File: src/rtl/poly_mod_add.sv
// poly_mod_add
// ------------
// Streaming coefficient-wise modular adder for Kyber polynomials (q = 3329).
// A frame of N (a, b) pairs enters over a valid/ready input. Each pair
// produces c = (a + b) mod q over a valid/ready output, and the N-th result
// of the frame is tagged with out_last.
//
// Optional feature macro: POLY_MOD_SUB_EN
//   When defined, an op_sub input is added. A pair with op_sub=1 produces
//   (a - b) mod q instead of (a + b) mod q.
//
// Ports:
//   clk        clock, rising edge
//   rst_n      asynchronous active-low reset
//   start      begin a frame (honoured only in IDLE)
//   in_valid   a/b pair valid
//   in_ready   block can accept a pair
//   a, b       coefficients, expected in [0, Q-1]
//   op_sub     per-pair subtract select (POLY_MOD_SUB_EN only)
//   out_valid  c valid
//   out_ready  downstream accepts c
//   c          result in [0, Q-1]
//   out_last   high with the N-th output of the frame
//   busy       high while a frame is running or draining
//   done       one-cycle pulse after the last output handshake

module poly_mod_add #(
   parameter int Q = 3329,
   parameter int N = 256,
   parameter int W = 12
) (
   input  logic         clk,
   input  logic         rst_n,
   input  logic         start,
   input  logic         in_valid,
   output logic         in_ready,
   input  logic [W-1:0] a,
   input  logic [W-1:0] b,
`ifdef POLY_MOD_SUB_EN
   input  logic         op_sub,
`endif
   output logic         out_valid,
   input  logic         out_ready,
   output logic [W-1:0] c,
   output logic         out_last,
   output logic         busy,
   output logic         done
);

   localparam int SW = W + 1;
   localparam int CW = (N > 1) ? $clog2(N) : 1;
   localparam logic [CW-1:0] LAST_IDX = CW'(N - 1);
   localparam logic [SW-1:0] Q_S      = SW'(Q);

   typedef enum logic [1:0] {
      IDLE,
      RUN,
      FLUSH,
      DONE
   } state_t;

   state_t        state_q;
   logic          busy_q;
   logic          done_q;
   logic [CW-1:0] in_cnt_q;
   logic [CW-1:0] out_cnt_q;

   logic          s1_valid_q;
   logic          s1_last_q;
   logic [SW-1:0] s1_val_q;
   logic [SW-1:0] s1_d;
`ifdef POLY_MOD_SUB_EN
   logic          s1_sub_q;
`endif

   logic          out_valid_q;
   logic          out_last_q;
   logic [W-1:0]  c_q;
   logic [W-1:0]  c_d;
   logic [SW-1:0] red_tmp;

   logic          en;
   logic          in_fire;
   logic          out_fire;

   // Both stages move together only when the output register is free or
   // being drained, so backpressure freezes the whole pipeline.
   assign en       = !out_valid_q || out_ready;
   assign in_ready = (state_q == RUN) && en;
   assign in_fire  = in_valid && in_ready;
   assign out_fire = out_valid_q && out_ready;

   assign out_valid = out_valid_q;
   assign out_last  = out_last_q;
   assign c         = c_q;
   assign busy      = busy_q;
   assign done      = done_q;

   // Stage 1 arithmetic: 13-bit sum, or 13-bit two's-complement difference
   // when subtract mode is selected for this pair.
   always_comb begin
      s1_d = {1'b0, a} + {1'b0, b};
`ifdef POLY_MOD_SUB_EN
      if (op_sub) begin
         s1_d = {1'b0, a} - {1'b0, b};
      end
`endif
   end

   // Stage 2 reduction: a single conditional correction by Q. Out-of-range
   // inputs are not detected; they simply get the same single correction.
   always_comb begin
      red_tmp = (s1_val_q >= Q_S) ? (s1_val_q - Q_S) : s1_val_q;
`ifdef POLY_MOD_SUB_EN
      if (s1_sub_q) begin
         red_tmp = s1_val_q[SW-1] ? (s1_val_q + Q_S) : s1_val_q;
      end
`endif
      c_d = red_tmp[W-1:0];
   end

   // Frame control. busy and done are registered alongside the state so
   // they change on the same edge as the state they describe. The frame ends
   // when the output counter reaches the final index, which is the same
   // handshake that carries out_last.
   always_ff @(posedge clk or negedge rst_n) begin
      if (!rst_n) begin
         state_q   <= IDLE;
         busy_q    <= 1'b0;
         done_q    <= 1'b0;
         in_cnt_q  <= '0;
         out_cnt_q <= '0;
      end else begin
         if (in_fire) begin
            in_cnt_q <= in_cnt_q + CW'(1);
         end
         if (out_fire) begin
            out_cnt_q <= out_cnt_q + CW'(1);
         end
         case (state_q)
            IDLE: begin
               done_q <= 1'b0;
               if (start) begin
                  state_q   <= RUN;
                  busy_q    <= 1'b1;
                  in_cnt_q  <= '0;
                  out_cnt_q <= '0;
               end
            end
            RUN: begin
               if (in_fire && (in_cnt_q == LAST_IDX)) begin
                  state_q <= FLUSH;
               end
            end
            FLUSH: begin
               if (out_fire && (out_cnt_q == LAST_IDX)) begin
                  state_q <= DONE;
                  busy_q  <= 1'b0;
                  done_q  <= 1'b1;
               end
            end
            DONE: begin
               state_q <= IDLE;
               done_q  <= 1'b0;
            end
            default: begin
               state_q <= IDLE;
               busy_q  <= 1'b0;
               done_q  <= 1'b0;
            end
         endcase
      end
   end

   // Two-stage datapath. c only reloads when stage 1 holds real data so the
   // last result stays visible after out_valid falls; out_last follows
   // out_valid so it never lingers on an empty slot.
   always_ff @(posedge clk or negedge rst_n) begin
      if (!rst_n) begin
         s1_valid_q  <= 1'b0;
         s1_last_q   <= 1'b0;
         s1_val_q    <= '0;
`ifdef POLY_MOD_SUB_EN
         s1_sub_q    <= 1'b0;
`endif
         out_valid_q <= 1'b0;
         out_last_q  <= 1'b0;
         c_q         <= '0;
      end else if (en) begin
         s1_valid_q <= in_fire;
         if (in_fire) begin
            s1_val_q  <= s1_d;
            s1_last_q <= (in_cnt_q == LAST_IDX);
`ifdef POLY_MOD_SUB_EN
            s1_sub_q  <= op_sub;
`endif
         end
         out_valid_q <= s1_valid_q;
         out_last_q  <= s1_valid_q && s1_last_q;
         if (s1_valid_q) begin
            c_q <= c_d;
         end
      end
   end

endmodule
File: config.mk
export PLATFORM = sky130hd
export DESIGN_NAME = poly_mod_add
export DESIGN_NICKNAME = d
export VERILOG_FILES = /design/src/rtl/poly_mod_add.sv
export SDC_FILE = /design/constraint.sdc
export NUM_CORES = 1
export LEC_CHECK = 0
export ABC_CLOCK_PERIOD_IN_PS = 3200
export BUFFER_PORTS_ARGS = -buffer_cell sky130_fd_sc_hd__buf_2
export CAP_MARGIN = 20
export CORE_ASPECT_RATIO = 2
export CORE_MARGIN = 8
export CORE_UTILIZATION = 50
export CTS_CLUSTER_DIAMETER = 120
export CTS_CLUSTER_SIZE = 8
export DETAILED_ROUTE_END_ITERATION = 6
export PLACE_DENSITY_LB_ADDON = 0.12
export SLEW_MARGIN = 20
export SYNTH_ARGS = -nofsm -noshare
export SYNTH_HDL_FRONTEND = slang
export SYNTH_SLANG_ARGS = --single-unit
File: constraint.sdc
create_clock -name clk -period 3.2 [get_ports clk]
set_input_delay 0 -clock clk [delete_from_list [all_inputs] [get_ports clk]]
set_output_delay 0 -clock clk [all_outputs]
set_load 0.005 [all_outputs]
Yosys cells after proc, flatten, opt, wreduce, memory -nomap -nowiden
Cells that the tools add are included.
{ "word_totals": {"output_inout_bits": 17, "register_bits": 49, "input_bits": 29, "elab_cells": 57} }
{ "classes": {"n_reduce_logical": 17, "magnitude_cmp": 1, "addsub": 4, "mux": 16, "eq_ne": 8} }
{ "op_table": {"columns": ["op", "n"], "rows": [
  ["8-bit two-way mux", 6],
  ["8-bit by 1-bit adder with 8-bit output, second input constant", 2],
  ["8-bit equality test, second input constant", 2],
  ["12-bit by 12-bit adder with 13-bit output", 1],
  ["13-bit by 12-bit >= comparator with 1-bit output, second input constant", 1],
  ["12-bit two-way mux", 1],
  ["12-bit subtractor, second input constant", 1],
  ["2-bit one-hot mux with 4 select lines", 1],
  ["1-bit logical AND", 6],
  ["2-bit two-way mux", 3],
  ["2-bit AND reduction", 3],
  ["3-bit AND reduction", 2],
  ["2-bit equality test, second input constant", 2],
  ["2-bit inequality test, second input constant", 2],
  ["1-bit one-hot mux with 2 select lines", 2],
  ["2-bit nonzero test", 2],
  ["1-bit two-way mux", 3],
  ["2-bit by 1-bit equality test with 1-bit output, second input constant", 1],
  ["2-bit zero test", 1],
  ["2-bit by 1-bit inequality test with 1-bit output, second input constant", 1],
  ["2-bit OR reduction", 1],
  ["1-bit zero test", 1],
  ["1-bit logical OR", 1]
]} }

Longest topological paths before layout
Gate-level depths: netlist of run 1.
{ "depth": {"depth_word": 7, "mapped_depth": 8, "ltp_nobuf": 7} }

Least setup slack after synthesis of run 1
OpenSTA, ideal clock, no wires.
{ "synth_path": {"kind": "reg2reg", "start": "register s1_val_q[1]", "end": "register c_q[10], in the netlist c[10]", "n_path_buf": 0, "slack_ns": 1.146, "period_less_slack_ns": 2.054, "arrival_ns": 1.930, "setup_time_ns": 0.124, "stages_incl_launch_ff": 8, "required_time_ns": 3.076, "cell_sequence": "dfrtp_1 > inv_1 > ha_1 > or4b_4 > a41oi_4 > nor2_4 > o31a_1 > o31a_1"} }
{ "synth_between": {"elab_chain_len": 2, "elab_cells_between_ends": 3, "classes_between": "1 x add/sub; 1 x order compare; 1 x mux"} }
{ "synth_lines": {"columns": ["item", "line_no", "rtl"], "rows": [
  ["from (decl)", "70", "logic [SW-1:0] s1_val_q;"],
  ["from (signal assigned)", "182", "s1_val_q <= '0;"],
  ["from (signal assigned)", "192", "s1_val_q <= s1_d;"],
  ["12-bit subtractor / 13-bit by 12-bit >= comparator with 1-bit output (equally long branches)", "113", "red_tmp = (s1_val_q >= Q_S) ? (s1_val_q - Q_S) : s1_val_q;"],
  ["12-bit two-way mux *", "113", null],
  ["to (signal assigned)", "188", "c_q <= '0;"],
  ["to (signal assigned)", "201", "c_q <= c_d;"],
  ["to (decl)", "78", "logic [W-1:0] c_q;"]
]} }
Every way passes the cells marked *; elsewhere a longest branch is shown, timed or not.
A chain may end at the register's enable or synchronous reset.

Worst setup path in the final report of run 1
Same ends and word-level chain as after synthesis.

==> run_results.csv, run 1 <==
group,metric,value,unit
power,combPwrFrac,39.2,%
clock_network,clk-insertion-delay-late,0.29,ns
clock_network,ctsHoldBuffers,1,
floorplan,dieArea,8824,µm²
layout,multiInputGateArea,1665,µm²
clock_network,clkTransAtPathRegs,0.07,ns
power,p_switching,1.014,mW
clock_network,cts_tree,"done",
drt,wl_per_cell,14.26,µm
global_route,gr-max-usage-layer,"met2",
global_route,grt_pass1_wl,10.92,mm
drt,num_vias,2392,
placed_design,gp_congestion,0.8362,
clock_network,cts_setup_buffers,0,
placed_design,dpl_cell_area,3252,µm²
layout,n_antenna_cell,0,
clock_network,cts_root_buf,"clkbuf_16",
critical_path,arrival,2.36,ns
min_path,worstHoldPathType,"input port to register",
sta,setup_viol,0,
clock_network,cts_buffers,5,
drt,wl,6.202,mm
power,power_leakage,1.528,nW
critical_path,cp.required,3.37,ns
synthesis,synth_nets,377,
placed_design,port-buffer-count,45,
placed_design,place_ws,1.036,ns
critical_path,critical_path_peak_fanout,7,
sta,fin_skew,0.003900,ns
layout,regArea,1226,µm²
synthesis,syn_avg_cell_area,9.099,µm²
status,outcome,"complete, no violations",
synthesis,synthesis.area,2975,µm²
drt,drcViolationCount,0,
layout,fillers,543,
synthesis,async_flop_share,100.0,%
drt,initialDrtViolationCount,33,
critical_path,path_class,"register to register",
layout,final_nets,421,
sta,hold_viol_final,0,
synthesis,postSynthCellCount,327,
power,swShare,38.97,%
sta,whs,0.009644,ns
power,powerDensity,762.7,nW/µm²
critical_path,end_kind,"register",
job,max_cap_viol_count,0,
sta,fin_ws,1.012,ns
synthesis,yosysUniqueCellTypes,49,
clock_network,cts_resized,0,
synthesis,seq_area_frac_synth,41.21,%
power,pwr-share-clk,20.0,%
sta,finalCritPeriodShare,68.38,%
sta,slew-limit-headroom,55.42,%
sta,drv_slew,0,
layout,fin_area,3411,µm²
synthesis,ys.flop_type,"dfrtp_1",
power,power.internal,1.588,mW
global_route,antenna_found_initial,0,
global_route,grt_pass1_vias,2496,
global_route,use_met3,3.563,%
clock_network,clk_path_buf_depth,2,
floorplan,core_area,5856,µm²
sta,period_needed,2.188,ns
global_route,grt_max_degree,50,
global_route,grt.overflow.total,0,
synthesis,synth_edf_count,0,
power,seqPwrFrac,40.8,%
floorplan,initial_core_util,50.81,%
floorplan,rows,40,
global_route,use_met1,16.26,%
sta,fmax,457.0,MHz
synthesis,ys_ff_latch,49,
critical_path,worst_setup_path_start_kind,"register",
clock_network,cts_max_level,2,
drt,avgViaCountPerCell,5.499,
placed_design,post-dp-hpwl,4.797,mm
layout,syn2layout_area_growth,14.63,%
floorplan,die_y,125.1,µm
drt,firstDrtPassIters,4,
drt,antenna_left,0,
floorplan,die_w,70.55,µm
power,vdd_drop_max,0.0006217,V
sta,rsz0062_at_grt,"false",
global_route,grtUsageTotal,14.54,%
synthesis,ys_warn_count,0,
floorplan,io-pin-count,46,
sta,tns,0,ns
global_route,grt_use_met2,25.62,%
clock_network,cts.sinks,49,
sta,worst_pin_slew,0.6636,ns
layout,drive_gt1_share,17.20,%
==> path summary, 6_finish.rpt <==
| kind | from | end | slack [ns] | cells past startpoint |
|---|---|---|---|---|
| max | s1_val_q[1] | c[10] | 1.01 | 7 |
| min | out_ready | out_cnt_q[1] | 0.01 | 3 |
| max reg2reg | s1_val_q[1] | c[10] | 1.01 | 7 |
| min reg2reg | c[5] | c[5] | 0.48 | 2 |
| max in group asynchronous | rst_n | c[6] | 2.52 | 2 |
| min in group asynchronous | rst_n | out_cnt_q[5] | 0.26 | 2 |
==> area by class of cell <==
type | instances | share of cell area (%)
clock buffer | 5 | 3.668
clock inverter | 3 | 0.6236
timing repair buffer | 48 | 7.410
sequential | 49 | 35.95
multi-input combinational | 256 | 48.83
tap | 63 | 2.311
inverter | 11 | 1.211
==> critical path, stage by stage (launching register included) <==
cell and delay [ns]:
dfrtp_1 0.39, inv_1 0.11, ha_1 0.16, or4b_4 0.47, a41oi_4 0.30, nor2_4 0.07, o31a_1 0.29, o31a_1 0.28
==> flip-flops by register name (all words and copies together) (netlist names) <==
signal / cells
s1_val_q: 13
c: 12
in_cnt_q: 8
out_cnt_q: 8
state_q: 2
busy: 1
done: 1
out_last: 1
out_valid: 1
s1_last_q: 1
s1_valid_q: 1
==> power groups by stage <==
| stage | Sequential [mW] | Combinational [mW] | Clock (mW) |
|---|---|---|---|
| finish | 1.06 | 1.02 | 0.520 |
| global route | 1.10 | 1.17 | 0.556 |
| CTS | 1.06 | 1.04 | 0.534 |
| detailed placement | 1.07 | 1.03 | 0 |
| global placement | 1.06 | 1.00 | 0 |
| floorplan | 0.988 | 0.799 | 0 |
==> Yosys cell counts (all sizes together) (2+ instances only) <==
library cell  instances  area share [%]
dfrtp                49              41
nand2                44             5.6
o21ai                35             5.9
nor2                 28             3.8
ha                   20             8.4
xor2                 17             5.0
a21oi                16             2.7
nand3                12             2.0
xnor2                12             3.5
inv                  11             1.4
clkbuf               10             1.3
nor3                 10             1.7
nor2b                 6             1.3
nand4                 4            0.84
or3                   4            0.84
a211oi                3            0.76
a31oi                 3            0.63
and2                  3            0.63
mux2                  3             1.1
nor4                  3            0.63
o211ai                3            0.76
o311ai                3            0.88
mux2i                 2            0.67
nand2b                2            0.42
o21a                  2            0.50
o31a                  2            0.59
or4b                  2            0.80
==> cells in the final DEF, fill, tap and decap left out, drive strengths merged, types with 4 or more instances in the layout <==
cell type and n:
a21oi 16, buf 47, clkbuf 5, dfrtp 49
ha 20, inv 12, nand2 44, nand3 12
nand4 4, nor2 28, nor2b 6, nor3 10
o21ai 35, or3 4, xnor2 12, xor2 17
==> routing by layer <==
layer	part of all wire [%]	vias to the layer above
met4	1.4	0
met3	3.4	5
met5	0	-
li1	-	1237
met1	45	1113
met2	50	37
==> logic make-up after synthesis <==
group	share of synthesized area (%)
AO/OA/AOI/OAI	16.95
XOR/XNOR	8.536
adder cells (fa/ha/maj)	9.083
buffers and inverters	2.817
flip-flops	41.21
multiplexers	1.808
AND/OR/NAND/NOR	19.60
==> stage by stage <==
step	cells	utilization, %	power [mW]
CTS	435	58.21	2.633
finish	435	58.25	2.601
detailed placement	426	55.53	2.101
global placement	426	55.53	2.064
global route	435	58.25	2.821
floorplan	327	-	1.788
Note: power is estimated with default switching activity, not from simulation.
==> inputs of run 2 (changes only) <==
ABC_AREA = 1   (was unset)
ABC_CLOCK_PERIOD_IN_PS = 2100   (was 3200)
clock period = 2.1 ns   (was 3.2 ns; I/O delays follow)
==> run_results.csv, run 2 <==
group,metric,value,unit
status,outcome,"complete, no violations",
global_route,grt_pass1_wl,12.20,mm
critical_path,r2r-start,"state_q[1]",
synthesis,synth_common_cells,"127 x nand2_1, 49 x dfrtp_1, 44 x inv_1, 42 x nor2_1, 33 x nand3_1",
layout,final_nets,538,
layout,final_cell_mix,"127 x nand2_1, 49 x dfrtp_1, 45 x buf_2",
synthesis,postSynthCellCount,438,
sta,hold_viol_final,0,
layout,n_antenna_cell,0,
synthesis,netlist.area_leader.share,37.66,%
critical_path,worst_setup_path_start_kind,"register",
synthesis,synth_area_leaders,"dfrtp_1 38%, nand2_1 15%, ha_1 7.7%",
synthesis,synth_top_area_cell,"dfrtp_1",
clock_network,cts.sinks,49,
critical_path,arrival,1.95,ns
layout,multiInputGateArea,1764,µm²
clock_network,clk_path_buf_depth,2,
drt,wl,6.948,mm
drt,drcViolationCount,0,
global_route,grt_max_degree,20,
critical_path,path_class,"register to register",
power,vdd_drop_max,0.0006588,V
synthesis,syn_avg_cell_area,7.433,µm²
placed_design,gp_congestion,0.8803,
sta,fmax,579.3,MHz
clock_network,cts_root_buf,"clkbuf_16",
drt,antenna_left,0,
global_route,grt.overflow.total,0,
sta,fin_skew,0.009715,ns
sta,rsz0062_at_grt,"false",
synthesis,ys.flop_type,"dfrtp_1",
clock_network,clkTransAtPathRegs,0.07,ns
floorplan,dieArea,9506,µm²
drt,initialDrtViolationCount,149,
global_route,antenna_found_initial,0,
layout,syn2layout_area_growth,14.91,%
floorplan,initial_core_util,51.60,%
min_path,worstHoldPathType,"input port to register",
drt,avgViaCountPerCell,5.101,
layout,fin_area,3741,µm²
synthesis,synth_edf_count,0,
sta,period_needed,1.726,ns
clock_network,cts_buffers,5,
sta,tns,0,ns
drt,firstDrtPassIters,4,
sta,slew-limit-headroom,68.41,%
critical_path,critical_path_peak_fanout,5,
floorplan,rows,41,
clock_network,cts_tree,"done",
clock_network,clk-insertion-delay-late,0.29,ns
sta,worst_pin_slew,0.4698,ns
global_route,grt_pass1_vias,2937,
synthesis,synthesis.area,3256,µm²
clock_network,cts_max_level,2,
synthesis,yosys.cell_count.top_type,"nand2_1",
floorplan,die_y,130.1,µm
drt,num_vias,2933,
drt,wl_per_cell,12.08,µm
placed_design,dpl_cell_area,3548,µm²
job,max_cap_viol_count,0,
floorplan,io-pin-count,46,
floorplan,core_area,6310,µm²
clock_network,cts_setup_buffers,0,
min_path,hold_path.startpoint,"b[0]",
critical_path,end_kind,"register",
clock_network,cts_resized,0,
power,power_leakage,1.954,nW
critical_path,cp.required,2.32,ns
layout,drive_gt1_share,15.75,%
synthesis,seq_area_frac_synth,37.66,%
synthesis,ys_ff_latch,49,
placed_design,post-dp-hpwl,5.778,mm
synthesis,yosysUniqueCellTypes,36,
critical_path,startpoint,"state_q[1]",
global_route,grtUsageTotal,15.88,%
layout,largest_register_ffs,13,
sta,setup_viol,0,
synthesis,ys_warn_count,0,
layout,final_common_cell,"nand2_1",
floorplan,die_w,73.06,µm
synthesis,async_flop_share,100.0,%
layout,regArea,1226,µm²
layout,fillers,622,
sta,drv_slew,0,
synthesis,synth_nets,488,
sta,finalCritPeriodShare,82.20,%
layout,largest-register,"s1_val_q",
power,powerDensity,1167,nW/µm²
placed_design,port-buffer-count,45,
## run 2: kinds of logic after synthesis
group           Yosys count  synth area share, %
flops                    49                37.66
buf+inv                  58                8.147
fa+ha+maj                21                8.301
xor+xnor                 14                3.766
compound gates           58                9.455
simple gates            238                32.67
## run 2: per-layer routing
| layer | vias up | track usage (%) | share of wire (%) |
|---|---|---|---|
| met1 | 1351 | 15.53 | 40 |
| met4 | 0 | 6.888 | 2.3 |
| met2 | 52 | 30.05 | 54 |
| met3 | 12 | 3.843 | 3.8 |
| met5 | - | 0 | 0 |
| li1 | 1518 | - | - |
## run 2: stage by stage
stage | util (%) | total power [mW] | instances | setup slack, ns | hold WS [ns]
2_1_floorplan | - | 2.999 | 438 | 0.6346 | -0.2956
3_5_place_dp | 56.24 | 3.488 | 565 | 0.3988 | -0.04370
6_report | 59.29 | 4.365 | 575 | 0.3738 | 0.07093
4_1_cts | 59.29 | 4.431 | 575 | 0.3754 | 0.07017
3_3_place_gp | 56.24 | 3.442 | 565 | 0.3799 | -0.04052
5_1_grt | 59.29 | 4.779 | 575 | 0.1475 | 0.07778
## run 2: area by class of cell
cell class	count	share of cell area, %
flip-flops and latches	49	32.78
multi-input cells	331	47.16
inverters	48	4.816
well taps	86	2.876
clock inverters	1	0.8027
clock buffers	7	3.813
repair buffers	53	7.759
## run 2: power by group
| part | total, mW | internal [mW] | switching (mW) |
|---|---|---|---|
| sequential | 1.55 | 1.26 | 0.285 |
| combinational | 1.90 | 0.768 | 1.14 |
| clock | 0.915 | 0.594 | 0.320 |
| total | 4.36 | 2.62 | 1.74 |
## run 2: timing repair
action | in CTS | in global routing
endpoints found under the hold margin | 18 | 0
hold buffers | 2 | 0
setup endpoints to repair | 0 | 0
## run 2: worst max-delay path, cell delays in order, from the launching register on
cell and delay [ns]:
dfrtp_1 0.40, inv_1 0.11, ha_1 0.20, nand3_1 0.22
nor2_1 0.24, nand3_1 0.15, nor2_1 0.14, o21ai_0 0.09
a21oi_1 0.12
## run 2: final timing paths
check	end	slack (ns)	cells after the start
worst min-delay path	s1_val_q[0]	0.07	4
worst min register to register	in_cnt_q[6]	0.47	1
min in group asynchronous	busy	0.18	2
worst max-delay path	in_cnt_q[6]	0.37	8
worst max register to register	in_cnt_q[6]	0.37	8
max in group asynchronous	out_cnt_q[4]	1.36	3
